===== src/rtl/vga_timing_gen_pkg.sv =====
// Shared 640x480@60 timing defaults, axis-total helper and the sync/blank bundle
// carried through the output delay line.
package vga_pkg;

    localparam int H_ACTIVE_DEF = 640;
    localparam int H_FP_DEF     = 16;
    localparam int H_SYNC_DEF   = 96;
    localparam int H_BP_DEF     = 48;
    localparam int V_ACTIVE_DEF = 480;
    localparam int V_FP_DEF     = 10;
    localparam int V_SYNC_DEF   = 2;
    localparam int V_BP_DEF     = 33;

    function automatic int axis_total(input int act, input int fp, input int sync, input int bp);
        return act + fp + sync + bp;
    endfunction

    localparam int H_TOTAL_DEF = axis_total(H_ACTIVE_DEF, H_FP_DEF, H_SYNC_DEF, H_BP_DEF);
    localparam int V_TOTAL_DEF = axis_total(V_ACTIVE_DEF, V_FP_DEF, V_SYNC_DEF, V_BP_DEF);

    typedef struct packed {
        logic hs;
        logic vs;
        logic blank_n;
    } vga_timing_t;

    // Syncs idle high, video blanked
    localparam vga_timing_t TIMING_IDLE = '{hs: 1'b1, vs: 1'b1, blank_n: 1'b0};

endpackage


===== src/rtl/vga_timing_gen_if.sv =====
// Raster coordinate / VGA pin bundle between the timing generator and its consumers.
// VGA_FRAME_COUNT_EN adds the 16-bit frame counter.
interface vga_timing_gen_if;
    logic [9:0]  hcount;
    logic [9:0]  vcount;
    logic        active;
    logic        frame_start;
    logic        line_start;
    logic        vga_hs;
    logic        vga_vs;
    logic        vga_blank_n;
    logic        vga_sync_n;
`ifdef VGA_FRAME_COUNT_EN
    logic [15:0] frame_count;

    modport master (output hcount, vcount, active, frame_start, line_start,
                           vga_hs, vga_vs, vga_blank_n, vga_sync_n, frame_count);
    modport slave  (input  hcount, vcount, active, frame_start, line_start,
                           vga_hs, vga_vs, vga_blank_n, vga_sync_n, frame_count);
`else
    modport master (output hcount, vcount, active, frame_start, line_start,
                           vga_hs, vga_vs, vga_blank_n, vga_sync_n);
    modport slave  (input  hcount, vcount, active, frame_start, line_start,
                           vga_hs, vga_vs, vga_blank_n, vga_sync_n);
`endif
endinterface


===== src/rtl/vga_timing_gen_delay_line.sv =====
// DEPTH-stage shift register for hs/vs/blank_n; every stage resets to the idle value.
module vga_delay_line
    import vga_pkg::*;
#(
    parameter int DEPTH = 1
) (
    input  logic        vga_clk,
    input  logic        reset_n,
    input  vga_timing_t i_d,
    output vga_timing_t o_q
);

    if (DEPTH == 0) begin : g_thru
        assign o_q = i_d;
    end else begin : g_pipe
        vga_timing_t r_stage [DEPTH];

        always_ff @(posedge vga_clk or negedge reset_n) begin
            if (!reset_n) begin
                for (int i = 0; i < DEPTH; i++) r_stage[i] <= TIMING_IDLE;
            end else begin
                r_stage[0] <= i_d;
                for (int i = 1; i < DEPTH; i++) r_stage[i] <= r_stage[i-1];
            end
        end

        assign o_q = r_stage[DEPTH-1];
    end

endmodule


===== src/rtl/vga_timing_gen.sv =====
// Free-running VGA raster timing generator: pixel coordinates plus delayed sync/blank pins.
// Define VGA_FRAME_COUNT_EN to add the frame_count output.
module vga_timing_gen
    import vga_pkg::*;
#(
    parameter int H_ACTIVE   = H_ACTIVE_DEF,
    parameter int H_FP       = H_FP_DEF,
    parameter int H_SYNC     = H_SYNC_DEF,
    parameter int H_BP       = H_BP_DEF,
    parameter int V_ACTIVE   = V_ACTIVE_DEF,
    parameter int V_FP       = V_FP_DEF,
    parameter int V_SYNC     = V_SYNC_DEF,
    parameter int V_BP       = V_BP_DEF,
    parameter int PIPE_DELAY = 1
) (
    input  logic              vga_clk,
    input  logic              reset_n,
    vga_timing_gen_if.master  vga
);

    localparam int H_TOTAL = axis_total(H_ACTIVE, H_FP, H_SYNC, H_BP);
    localparam int V_TOTAL = axis_total(V_ACTIVE, V_FP, V_SYNC, V_BP);

    if (H_TOTAL > 1024 || V_TOTAL > 1024) begin : g_bad_total
        $error("vga_timing_gen: H_TOTAL/V_TOTAL must not exceed 1024");
    end
    if (PIPE_DELAY < 0 || PIPE_DELAY > 4) begin : g_bad_delay
        $error("vga_timing_gen: PIPE_DELAY must be 0..4");
    end

    // 11-bit compares so a sync region ending exactly at 1024 still decodes
    localparam logic [9:0]  L_H_LAST   = 10'(H_TOTAL - 1);
    localparam logic [9:0]  L_V_LAST   = 10'(V_TOTAL - 1);
    localparam logic [10:0] L_H_ACT    = 11'(H_ACTIVE);
    localparam logic [10:0] L_V_ACT    = 11'(V_ACTIVE);
    localparam logic [10:0] L_HS_BEG   = 11'(H_ACTIVE + H_FP);
    localparam logic [10:0] L_HS_END   = 11'(H_ACTIVE + H_FP + H_SYNC);
    localparam logic [10:0] L_VS_BEG   = 11'(V_ACTIVE + V_FP);
    localparam logic [10:0] L_VS_END   = 11'(V_ACTIVE + V_FP + V_SYNC);

    logic [9:0]  r_hcount;
    logic [9:0]  r_vcount;
    logic        r_active;
    logic        r_frame_start;
    logic        r_line_start;
    logic [9:0]  w_hnext;
    logic [9:0]  w_vnext;
    logic        w_hwrap;
    logic        w_vwrap;
    vga_timing_t w_raw;
    vga_timing_t w_pin;

    always_comb begin
        w_hwrap = (r_hcount == L_H_LAST);
        w_vwrap = (r_vcount == L_V_LAST);
        w_hnext = w_hwrap ? 10'd0 : r_hcount + 10'd1;
        w_vnext = r_vcount;
        if (w_hwrap) begin
            w_vnext = w_vwrap ? 10'd0 : r_vcount + 10'd1;
        end
    end

    // Flags come from next-state counts so they line up with hcount/vcount
    always_ff @(posedge vga_clk or negedge reset_n) begin
        if (!reset_n) begin
            r_hcount      <= '0;
            r_vcount      <= '0;
            r_active      <= 1'b0;
            r_frame_start <= 1'b0;
            r_line_start  <= 1'b0;
        end else begin
            r_hcount      <= w_hnext;
            r_vcount      <= w_vnext;
            r_active      <= ({1'b0, w_hnext} < L_H_ACT) && ({1'b0, w_vnext} < L_V_ACT);
            r_line_start  <= (w_hnext == 10'd0);
            r_frame_start <= (w_hnext == 10'd0) && (w_vnext == 10'd0);
        end
    end

    always_comb begin
        w_raw.hs      = !(({1'b0, r_hcount} >= L_HS_BEG) && ({1'b0, r_hcount} < L_HS_END));
        w_raw.vs      = !(({1'b0, r_vcount} >= L_VS_BEG) && ({1'b0, r_vcount} < L_VS_END));
        w_raw.blank_n = r_active;
    end

    vga_delay_line #(.DEPTH(PIPE_DELAY)) u_delay (
        .vga_clk (vga_clk),
        .reset_n (reset_n),
        .i_d     (w_raw),
        .o_q     (w_pin)
    );

`ifdef VGA_FRAME_COUNT_EN
    logic [15:0] r_frame_count;

    always_ff @(posedge vga_clk or negedge reset_n) begin
        if (!reset_n) begin
            r_frame_count <= '0;
        end else if (w_hwrap && w_vwrap) begin
            r_frame_count <= r_frame_count + 16'd1;
        end
    end

    assign vga.frame_count = r_frame_count;
`endif

    assign vga.hcount      = r_hcount;
    assign vga.vcount      = r_vcount;
    assign vga.active      = r_active;
    assign vga.frame_start = r_frame_start;
    assign vga.line_start  = r_line_start;
    assign vga.vga_hs      = w_pin.hs;
    assign vga.vga_vs      = w_pin.vs;
    assign vga.vga_blank_n = w_pin.blank_n;
    assign vga.vga_sync_n  = 1'b0;

endmodule

===== src/flat_wrapper.sv =====
// flat-port wrapper written by rule: the top's interface ports become plain ports
module vga_timing_gen_flat import vga_pkg::*;
#(
    parameter int H_ACTIVE   = H_ACTIVE_DEF,
    parameter int H_FP       = H_FP_DEF,
    parameter int H_SYNC     = H_SYNC_DEF,
    parameter int H_BP       = H_BP_DEF,
    parameter int V_ACTIVE   = V_ACTIVE_DEF,
    parameter int V_FP       = V_FP_DEF,
    parameter int V_SYNC     = V_SYNC_DEF,
    parameter int V_BP       = V_BP_DEF,
    parameter int PIPE_DELAY = 1
)
  (vga_clk, reset_n, vga_hcount, vga_vcount, vga_active, vga_frame_start, vga_line_start, vga_vga_hs, vga_vga_vs, vga_vga_blank_n, vga_vga_sync_n);
  vga_timing_gen_if vga_i ();
  input  logic vga_clk;
  input  logic reset_n;
  output wire logic [$bits(vga_i.hcount)-1:0] vga_hcount;
  output wire logic [$bits(vga_i.vcount)-1:0] vga_vcount;
  output wire logic [$bits(vga_i.active)-1:0] vga_active;
  output wire logic [$bits(vga_i.frame_start)-1:0] vga_frame_start;
  output wire logic [$bits(vga_i.line_start)-1:0] vga_line_start;
  output wire logic [$bits(vga_i.vga_hs)-1:0] vga_vga_hs;
  output wire logic [$bits(vga_i.vga_vs)-1:0] vga_vga_vs;
  output wire logic [$bits(vga_i.vga_blank_n)-1:0] vga_vga_blank_n;
  output wire logic [$bits(vga_i.vga_sync_n)-1:0] vga_vga_sync_n;
  assign vga_hcount = vga_i.hcount;
  assign vga_vcount = vga_i.vcount;
  assign vga_active = vga_i.active;
  assign vga_frame_start = vga_i.frame_start;
  assign vga_line_start = vga_i.line_start;
  assign vga_vga_hs = vga_i.vga_hs;
  assign vga_vga_vs = vga_i.vga_vs;
  assign vga_vga_blank_n = vga_i.vga_blank_n;
  assign vga_vga_sync_n = vga_i.vga_sync_n;
  vga_timing_gen #(.H_ACTIVE(H_ACTIVE), .H_FP(H_FP), .H_SYNC(H_SYNC), .H_BP(H_BP), .V_ACTIVE(V_ACTIVE), .V_FP(V_FP), .V_SYNC(V_SYNC), .V_BP(V_BP), .PIPE_DELAY(PIPE_DELAY)) u_core (.vga_clk(vga_clk), .reset_n(reset_n), .vga(vga_i));
endmodule

===== config.mk =====
export PLATFORM = sky130hd
export DESIGN_NAME = vga_timing_gen_flat
export DESIGN_NICKNAME = d
export VERILOG_FILES = /design/src/rtl/vga_timing_gen_pkg.sv /design/src/rtl/vga_timing_gen_if.sv /design/src/rtl/vga_timing_gen_delay_line.sv /design/src/rtl/vga_timing_gen.sv /design/src/flat_wrapper.sv
export SDC_FILE = /design/constraint.sdc
export NUM_CORES = 1
export LEC_CHECK = 0
export ABC_AREA = 1
export BUFFER_PORTS_ARGS = -buffer_cell sky130_fd_sc_hd__buf_2
export CAP_MARGIN = 15
export CORE_AREA = 4 4 56 58
export CTS_BUF_LIST = sky130_fd_sc_hd__clkbuf_4 sky130_fd_sc_hd__clkbuf_8
export DETAILED_ROUTE_END_ITERATION = 7
export DIE_AREA = 0 0 60 62
export PLACE_DENSITY = 0.89
export REMOVE_ABC_BUFFERS = 1
export SYNTH_ARGS = -nofsm -noshare
export SYNTH_HDL_FRONTEND = slang
export SYNTH_SLANG_ARGS = --single-unit
export TNS_END_PERCENT = 5

===== constraint.sdc =====
create_clock -name vga_clk -period 2.45 [get_ports vga_clk]
set_input_delay 0.3675 -clock vga_clk [delete_from_list [all_inputs] [get_ports vga_clk]]
set_output_delay 0.3675 -clock vga_clk [all_outputs]
set_load 0.005 [all_outputs]

-- Word level (Yosys, flattened, before mapping)
Cells that the tools add are included.
Widths: inputs -> output; s select.
- register bits: 26
- input bits: 2
- output and inout port bits: 27
- logic and storage cells: 29
- add/subtract/negate cells: 2
- order comparisons: 6
- equal/unequal tests: 2
- multiplexer cells: 3
- reductions and logical operators: 8
- operators with widths (operator ; count):
    $mux 10 ; 3
    $add 10x1->10 const B ; 2
    $eq 10x10->1 const B ; 2
    $logic_not 10->1 ; 2
    $lt 10x10->1 const B ; 2
    $lt 10x9->1 const B ; 2
    $ge 10x10->1 const B ; 1
    $ge 10x9->1 const B ; 1
    $logic_and 1x1->1 ; 4
    $logic_not 1->1 ; 2

-- Logic depth before layout (Yosys ltp)
Gate-level depths: netlist (run 1).
- word-level depth: 5
- gate-level depth with buffers: 13

-- Hierarchy
From an unflattened synthesis (run 1), not the netlist that was laid out.
- cells, all modules: 231
- area total of the unflattened synthesis: 1630.3 µm²
- modules (own cells, without submodules) (module ; times used ; cells an instance ; area an instance (µm²)):
    vga_timing_gen ; 1 ; 228 ; 1552.7
    vga_delay_line ; 1 ; 3 ; 77.6

-- Worst setup path before layout (run 1)
OpenSTA, ideal clock, no wires.
- kind: register to register
- start point: reg u_core.r_hcount[0] (netlist: u_core.vga.hcount[0])
- end point: reg u_core.r_active (netlist: u_core.vga.active)
- setup time: 0.116 ns
- arrival time: 1.606 ns
- required time: 2.334 ns
- slack: 0.729 ns
- cell stages (with the launch flop): 12
- cells stage by stage: dfrtp_1 ha_1 nand2_2 nor2_4 nand2_2 nor2_4 buf_6 nand3_1 o21ai_2 nand3_1 nor2_1 nor2_1
- word-level cells in the longest chain between the ends: 4
- ends and longest elaborated chain (what ; line ; source):
    start, declared ; vga_timing_gen.sv:41 ; logic [9:0] r_hcount;
    start signal, assigned ; vga_timing_gen.sv:72 ; r_hcount <= w_hnext;
    $eq 10x10->1 ; vga_timing_gen.sv:54 ; w_hwrap = (r_hcount == L_H_LAST);
    $mux 10 ; vga_timing_gen.sv:58 ; if (w_hwrap) begin
    via u_core.w_vnext[7] ; vga_timing_gen.sv:47 ; logic [9:0] w_vnext;
    $lt 10x9->1 ; vga_timing_gen.sv:74 ; r_active <= ({1'b0, w_hnext} < L_H_ACT) && ({1'b0, w_vnext} < L_V_ACT);
    $logic_and 1x1->1 ; vga_timing_gen.sv:74 ;
    end signal, assigned ; vga_timing_gen.sv:74 ;
    end, declared ; vga_timing_gen.sv:43 ; logic r_active;
The timed path passes the listed nets, and every way through them passes these cells.

-- Worst setup path in the final report (run 1)
Same ends and word-level chain as after synthesis.

==> flow_summary_export.csv, run 1 <==
group,metric,value,unit
logic_synthesis,synth_area_per_cell,7.14,sq um
detailed_routing,routed_wl,3220,microns
clocking,clock-root-buffer,"clkbuf_4",
global_route,grt_usage,19.7,%
global_route,grt_antenna_before_repair,0,
setup_path,cp-start-kind,"flop",
logic_synthesis,synth_top_area_share,39.3,%
placed_design,dp_hpwl,2530,microns
floorplanning,die-area,3720,sq um
setup_path,worstPathArrival,2.26,ns
min_path,hp-class,"input port to async pin",
setup_path,rrSetupSlack,0.41,ns
layout,drive_gt1_share,17.7,%
timing,setup_ws,0.415,ns
global_route,grt_pass1_vias,1312,
clocking,cts_tree,"yes",
layout,final_nets,250,
pwr,power.density,379,nW/um^2
logic_synthesis,yosysSeqAreaShare,42.8,%
setup_path,r2r_start,"u_core.vga.hcount[0]$_DFF_PN0_",
logic_synthesis,syn_inst,214,
logic_synthesis,synth_edf_count,0,
timing,hold_viol_final,0,
timing,finalSetupViolCount,0,
layout,syn_to_final_growth,12.5,%
floorplanning,core_area,2660,sq um
timing,period_share,83.1,%
logic_synthesis,yosysWarnings,0,
placed_design,gp_routability_congestion,0.900,
timing,skew,0.00157,ns
timing,worstMarginPinSlew,0.561,ns
logic_synthesis,async_flop_share,100,%
logic_synthesis,yosysTopAreaCell,"dfrtp_1",
timing,period_minus_slack,2.04,ns
timing,max_freq,0.491,GHz
setup_path,ff2ff_path_depth,10,
floorplanning,io_pins,29,
global_route,grt_max_degree,27,
setup_path,slowest_stage,"dfrtp_1",
detailed_routing,drcViolationCount,0,
placed_design,port_buffers,27,
logic_synthesis,syn_area,1530,sq um
clocking,cts_setup_buffers,0,
layout,insertedDiodeCount,0,
clocking,clock_tree.htree_level_count,1,
timing,slew-limit-headroom,62.6,%
detailed_routing,routed_via_density,5.19,
setup_path,cp_data_required_time,2.68,ns
clocking,clk_latency,0.31,ns
logic_synthesis,ys_types,23,
logic_synthesis,synth_area_leaders,"dfrtp_1, nand2_1, inv_1, nand3_1, nor2_1",
floorplanning,rows,19,
floorplanning,start_util,57.4,%
global_route,grt_pass1_wl,5560,microns
run,maxCapViolCount,0,
detailed_routing,vias,1421,
detailed_routing,post_drt_wl_per_cell,11.8,microns
floorplanning,die_h,62,microns
setup_path,cp_slowest_stage_delay,0.51,ns
timing,slew_viol_final,0,
logic_synthesis,synthFlopType,"dfrtp_1",
clocking,clock-sinks,26,
clocking,cts_resized,0,
timing,rsz0062_at_grt,"no",
setup_path,critical_path_class,"flop to flop",
setup_path,crit_path_end_kind,"flop",
pwr,p_leak,0.971,nW
timing,hold_slack,0.0185,ns
global_route,overflow,0,
outcome,status,"finished clean",
detailed_routing,drt-initial-drc-count,97,
setup_path,crit_chain,"ha_1, nand2_2, nor2_4, nand2_2, nor2_4, nand3_1, o21ai_0, nand3_1, nor2_1, nor2_1",
detailed_routing,ant_nets,0,
clocking,clockBufferDepth,2,
clocking,hold_buffers,0,
timing,setup_tns,0,ns
logic_synthesis,synth-seq-cells,26,
setup_path,crit_path_max_fanout,15,
placed_design,place_ws,0.435,ns
pwr,irDropWorstVdd,316,uV
clocking,numCtsBuffers,3,
setup_path,worstSetupStartpoint,"u_core.vga.hcount[0]$_DFF_PN0_",
floorplanning,fp.dieW,60,microns
detailed_routing,first_pass_iters,5,
clocking,clk_pin_slew,0.14,ns
==> cell usage in the layout (no fill, tap or decap) <==
cell	n
nor2_1	27
o21bai_1	1
clkbuf_4	3
nand3_1	23
xor2_1	1
o21ai_0	7
buf_2	27
nand4_1	6
conb_1	1
nor2_4	3
nor4_1	1
clkbuf_8	1
nand2_2	3
nand3b_1	1
inv_1	45
nand2_1	55
o21ai_2	1
dfstp_2	2
nand3_2	2
dfrtp_1	24
o21ai_1	1
nor3_1	3
nor2_2	1
ha_1	4
==> power breakdown <==
group	total [mW]	internal, mW	leakage [nW]	switching, mW
combinational	0.00871	0.000570	0.619	0.00814
sequential	0.429	0.429	0.332	0
clock	0.214	0.0908	0.0210	0.123
total	0.652	0.521	0.971	0.131
==> worst max-delay path, delay by kind of cell, from the launching register on <==
family	cells	cell delay (ns)
adders and majority gates	1	0.25
and+or+nand+nor	8	1.03
AOI/OAI and AO/OA	1	0.15
DFF	1	0.51
==> state kept, by name, summed over array words and instances, names as in the netlist <==
register and cells:
u_core.vga.hcount 10, u_core.vga.vcount 10, u_core.u_delay.o_q 3, u_core.vga.active 1
u_core.vga.frame_start 1, u_core.vga.line_start 1
==> synthesized netlist by cell type (2+ instances only) <==
| library cell | number |
|---|---|
| nand2_1 | 55 |
| nor2_4 | 3 |
| nand3_1 | 23 |
| inv_1 | 45 |
| nand4_1 | 6 |
| nand3_2 | 2 |
| dfstp_2 | 2 |
| ha_1 | 4 |
| nor3_1 | 3 |
| nand2_2 | 3 |
| nor2_1 | 27 |
| dfrtp_1 | 24 |
| o21ai_0 | 7 |
==> per-layer routing <==
| layer | vias up | share of wire (%) | global-route usage (%) |
|---|---|---|---|
| met5 | - | 0 | 0 |
| met4 | 0 | 0.84 | 7.28 |
| met3 | 4 | 5.3 | 2.48 |
| met2 | 41 | 50 | 33.5 |
| met1 | 663 | 44 | 25.9 |
| li1 | 713 | - | - |
==> through the flow <==
step | instances | cell area (sq um) | power, mW | util [%]
2_1_floorplan | 212 | 1510 | 0.438 | -
3_3_place_gp | 270 | 1680 | 0.447 | 63.2
3_5_place_dp | 270 | 1680 | 0.447 | 63.2
4_1_cts | 274 | 1720 | 0.658 | 64.6
5_1_grt | 274 | 1720 | 0.676 | 64.6
6_report | 274 | 1720 | 0.652 | 64.6
==> cell type report <==
type / instances / area (sq um)
inverter: 45 / 169
multi-input combinational: 141 / 687
fill: 267 / 943
clock buffer: 4 / 36.3
sequential: 26 / 653
tap: 31 / 38.8
timing repair buffer: 27 / 135
==> path summary, 6_finish.rpt <==
path / to
setup / recovery: u_core.vga.active$_DFF_PN0_
hold / removal: u_core.vga.hcount[4]$_DFF_PN0_
setup reg to reg: u_core.vga.active$_DFF_PN0_
hold reg to reg: u_core.u_delay.o_q[0]$_DFF_PN0_
max in group asynchronous: u_core.u_delay.o_q[2]$_DFF_PN1_
min in group vga_clk: u_core.u_delay.o_q[0]$_DFF_PN0_
==> kinds of logic after synthesis <==
group	count (synthesis)	synth area share [%]
AO/OA/AOI/OAI	10	3.69
XOR/XNOR	1	0.573
adder cells (fa/ha/maj)	4	3.28
buffers and inverters	47	12.3
flip-flops	26	42.8
other	1	0.245
AND/OR/NAND/NOR	125	37.2
Power figures use the tool's default switching activity.
==> inputs of run 2 (changes only) <==
Settings changed: ABC_AREA 1 to 0, CORE_AREA 4 4 56 58 to 4 4 59 61, DIE_AREA 0 0 60 62 to 0 0 63 65, PLACE_DENSITY 0.89 to 0.83.
Clock period 2.45 ns to 1.85 ns, I/O delays scaled along.
==> run 2 against run 1 <==
Net effect:
- largest cell class unchanged
- synthesized area down 3.4%
- non-clock buffer count up 44
- highest routed layer unchanged
- first-iteration DRC count unchanged
- the run now ends with negative setup slack left
- final cell count down 10%
- sequential share of layout area down 5.7 points
- sequential cell count unchanged
- synthesized cell count down 30%
- combinational power up 57%
- global-route usage up 0.89 points
- worst setup slack worse by 0.57 ns
- utilization up 3.4 points
- fmax up 1.3%
==> flow_summary_export.csv, run 2 <==
group,metric,value,unit
timing,slew_viol_final,0,
detailed_routing,routed_via_density,5.84,
layout,mostFrequentLayoutCell,"buf_4",
clocking,cts_tree,"yes",
placed_design,place_ws,-0.242,ns
setup_path,cp_data_required_time,2.08,ns
timing,skew,0.00868,ns
outcome,status,"complete, but fails checks",
global_route,grt_pass1_vias,1397,
placed_design,dp_hpwl,2670,microns
pwr,power.density,434,nW/um^2
timing,setup_tns,-0.310,ns
logic_synthesis,yosysSeqAreaShare,44.3,%
logic_synthesis,synth_xor_area_share,8.91,%
layout,insertedDiodeCount,0,
setup_path,ff2ff_path_depth,7,
logic_synthesis,yosysWarnings,0,
logic_synthesis,yosysTopAreaCell,"dfrtp_1",
detailed_routing,vias,1436,
floorplanning,io_pins,29,
detailed_routing,first_pass_iters,4,
run,maxCapViolCount,0,
logic_synthesis,synth_area_leaders,"dfrtp_1, xor2_1, o21ai_0, nand2_1, dfstp_2",
logic_synthesis,synth.most_common_cell,"dfrtp_1",
global_route,grt_antenna_before_repair,0,
min_path,hold_depth,0,
min_path,hp-class,"flop to flop",
setup_path,rrSetupSlack,-0.16,ns
clocking,clock-root-buffer,"clkbuf_4",
layout,final_cells,246,
placed_design,port_buffers,27,
timing,worstMarginPinSlew,0.594,ns
pwr,fin_total_pwr,0.878,mW
logic_synthesis,synth-seq-cells,26,
placed_design,placed_cells,235,
timing,max_freq,0.498,GHz
logic_synthesis,synth-simple-area-share,24.9,%
pwr,irDropWorstVdd,235,uV
logic_synthesis,synth_top_area_share,40.7,%
logic_synthesis,async_flop_share,100,%
setup_path,worstSetupStartpoint,"u_core.vga.hcount[7]$_DFF_PN0_",
pwr,p_leak,1.02,nW
logic_synthesis,synthAdderAreaFrac,3.39,%
floorplanning,core_area,2980,sq um
timing,setup_ws,-0.159,ns
detailed_routing,drt-initial-drc-count,97,
logic_synthesis,ys_top_cells_by_count,"dfrtp_1, nand2_1, o21ai_0",
setup_path,cp-start-kind,"flop",
layout,layout_common_cells,"buf_4, buf_2, dfrtp_1",
timing,hold_viol_final,0,
logic_synthesis,synth_top_family_by_area,"simple AND/OR/NAND/NOR gates",
detailed_routing,routed_wl,4050,microns
setup_path,r2r_start,"u_core.vga.hcount[7]$_DFF_PN0_",
placed_design,gp_routability_congestion,0.914,
logic_synthesis,syn_inst,150,
floorplanning,rows,20,
layout,drive_gt1_share,44.1,%
setup_path,worstPathArrival,2.24,ns
detailed_routing,ant_nets,0,
timing,finalSetupViolCount,3,
timing,slew-limit-headroom,60.4,%
clocking,clock-sinks,26,
timing,rsz0062_at_grt,"yes",
global_route,grt_usage,20.6,%
floorplanning,start_util,49.5,%
detailed_routing,post_drt_wl_per_cell,16.5,microns
min_path,hp-start,"u_core.vga.active$_DFF_PN0_",
global_route,grt_pass1_wl,6600,microns
clocking,clk_latency,0.33,ns
layout,fillers,210,
logic_synthesis,synth.mux.area_fraction,0,%
clocking,clockBufferDepth,2,
logic_synthesis,synth_compound_area_share,10.9,%
floorplanning,fp.dieW,63,microns
layout,syn_to_final_growth,37.2,%
outcome,violations,"negative setup slack",
detailed_routing,drcViolationCount,0,
floorplanning,die-area,4100,sq um
floorplanning,die_h,65,microns
logic_synthesis,syn_area,1480,sq um
logic_synthesis,synthFlopType,"dfrtp_1",
global_route,overflow,0,
logic_synthesis,ys_types,41,
layout,final_nets,220,
global_route,grt_max_degree,27,
setup_path,critical_path_class,"flop to flop",
timing,period_share,109,%
setup_path,crit_path_max_fanout,4,
logic_synthesis,synth_edf_count,0,
logic_synthesis,synth_area_per_cell,9.83,sq um
clocking,numCtsBuffers,3,
setup_path,crit_path_end_kind,"flop",
clocking,clock_tree.htree_level_count,1,
timing,period_minus_slack,2.01,ns
clocking,clk_pin_slew,0.14,ns
==> run 2: kinds of logic after synthesis <==
group,count (synthesis)
AOI/OAI and AO/OA,26
xor gates and xnor gates,15
adders and majority gates,4
buffers and inverters,18
DFF,26
other,1
and+or+nand+nor,60
==> run 2: layer usage <==
metal | wire [microns] | track usage [%] | share of wire [%]
met4 | 155 | 10.2 | 3.8
met3 | 252 | 4.16 | 6.2
met2 | 1960 | 35.3 | 48
met5 | 0 | 0 | 0
met1 | 1680 | 24.6 | 41
==> run 2: final cells by class <==
cell class / instances / area, sq um / area share, %
flip-flops and latches: 26 / 653 / 32.3
inverters: 6 / 22.5 / 1.11
well taps: 33 / 41.3 / 2.04
multi-input cells: 106 / 788 / 38.9
repair buffers: 71 / 483 / 23.9
clock buffers: 4 / 36.3 / 1.79
==> run 2: critical path, cell delays in order (launching register included) <==
cell      delay (ns)
dfrtp_1         0.44
nor4b_4         0.44
nand3_4         0.16
buf_6           0.17
nor3_4          0.16
xor2_1          0.21
and4_1          0.28
a211oi_2        0.05
==> run 2: stage by stage <==
| step | hold WS [ns] | instance area (sq um) | utilization, % |
|---|---|---|---|
| after detailed placement | 0.311 | 1840 | 61.9 |
| after floorplan | -0.0181 | 1390 | - |
| after CTS | 0.394 | 2010 | 67.4 |
| after global routing | 0.401 | 2020 | 68.0 |
| final | 0.388 | 2020 | 68.0 |
| after global placement | 0.296 | 1840 | 61.9 |
==> run 2: final timing paths <==
kind                                                        end
worst min register to register  u_core.u_delay.o_q[0]$_DFF_PN0_
max in group asynchronous        u_core.vga.vcount[8]$_DFF_PN0_
worst min-delay path            u_core.u_delay.o_q[0]$_DFF_PN0_
worst max register to register      u_core.vga.active$_DFF_PN0_
worst max-delay path                u_core.vga.active$_DFF_PN0_
min in group asynchronous        u_core.vga.hcount[6]$_DFF_PN0_
==> run 2: repair_timing <==
item                                    CTS  global route
endpoints found under the setup margin    5             7
hold endpoints to repair                 24             0
hold buffers                              1             0
gates resized for setup                  19             4
pin swaps                                14             4
setup buffers                             4             2
==> run 2: power by group <==
| group | internal (mW) | switching, mW | total, mW | leakage (nW) |
|---|---|---|---|---|
| clock | 0.121 | 0.175 | 0.296 | 0.0210 |
| sequential | 0.569 | 0 | 0.569 | 0.332 |
| combinational | 0.00213 | 0.0116 | 0.0137 | 0.663 |
| total | 0.691 | 0.187 | 0.878 | 1.02 |
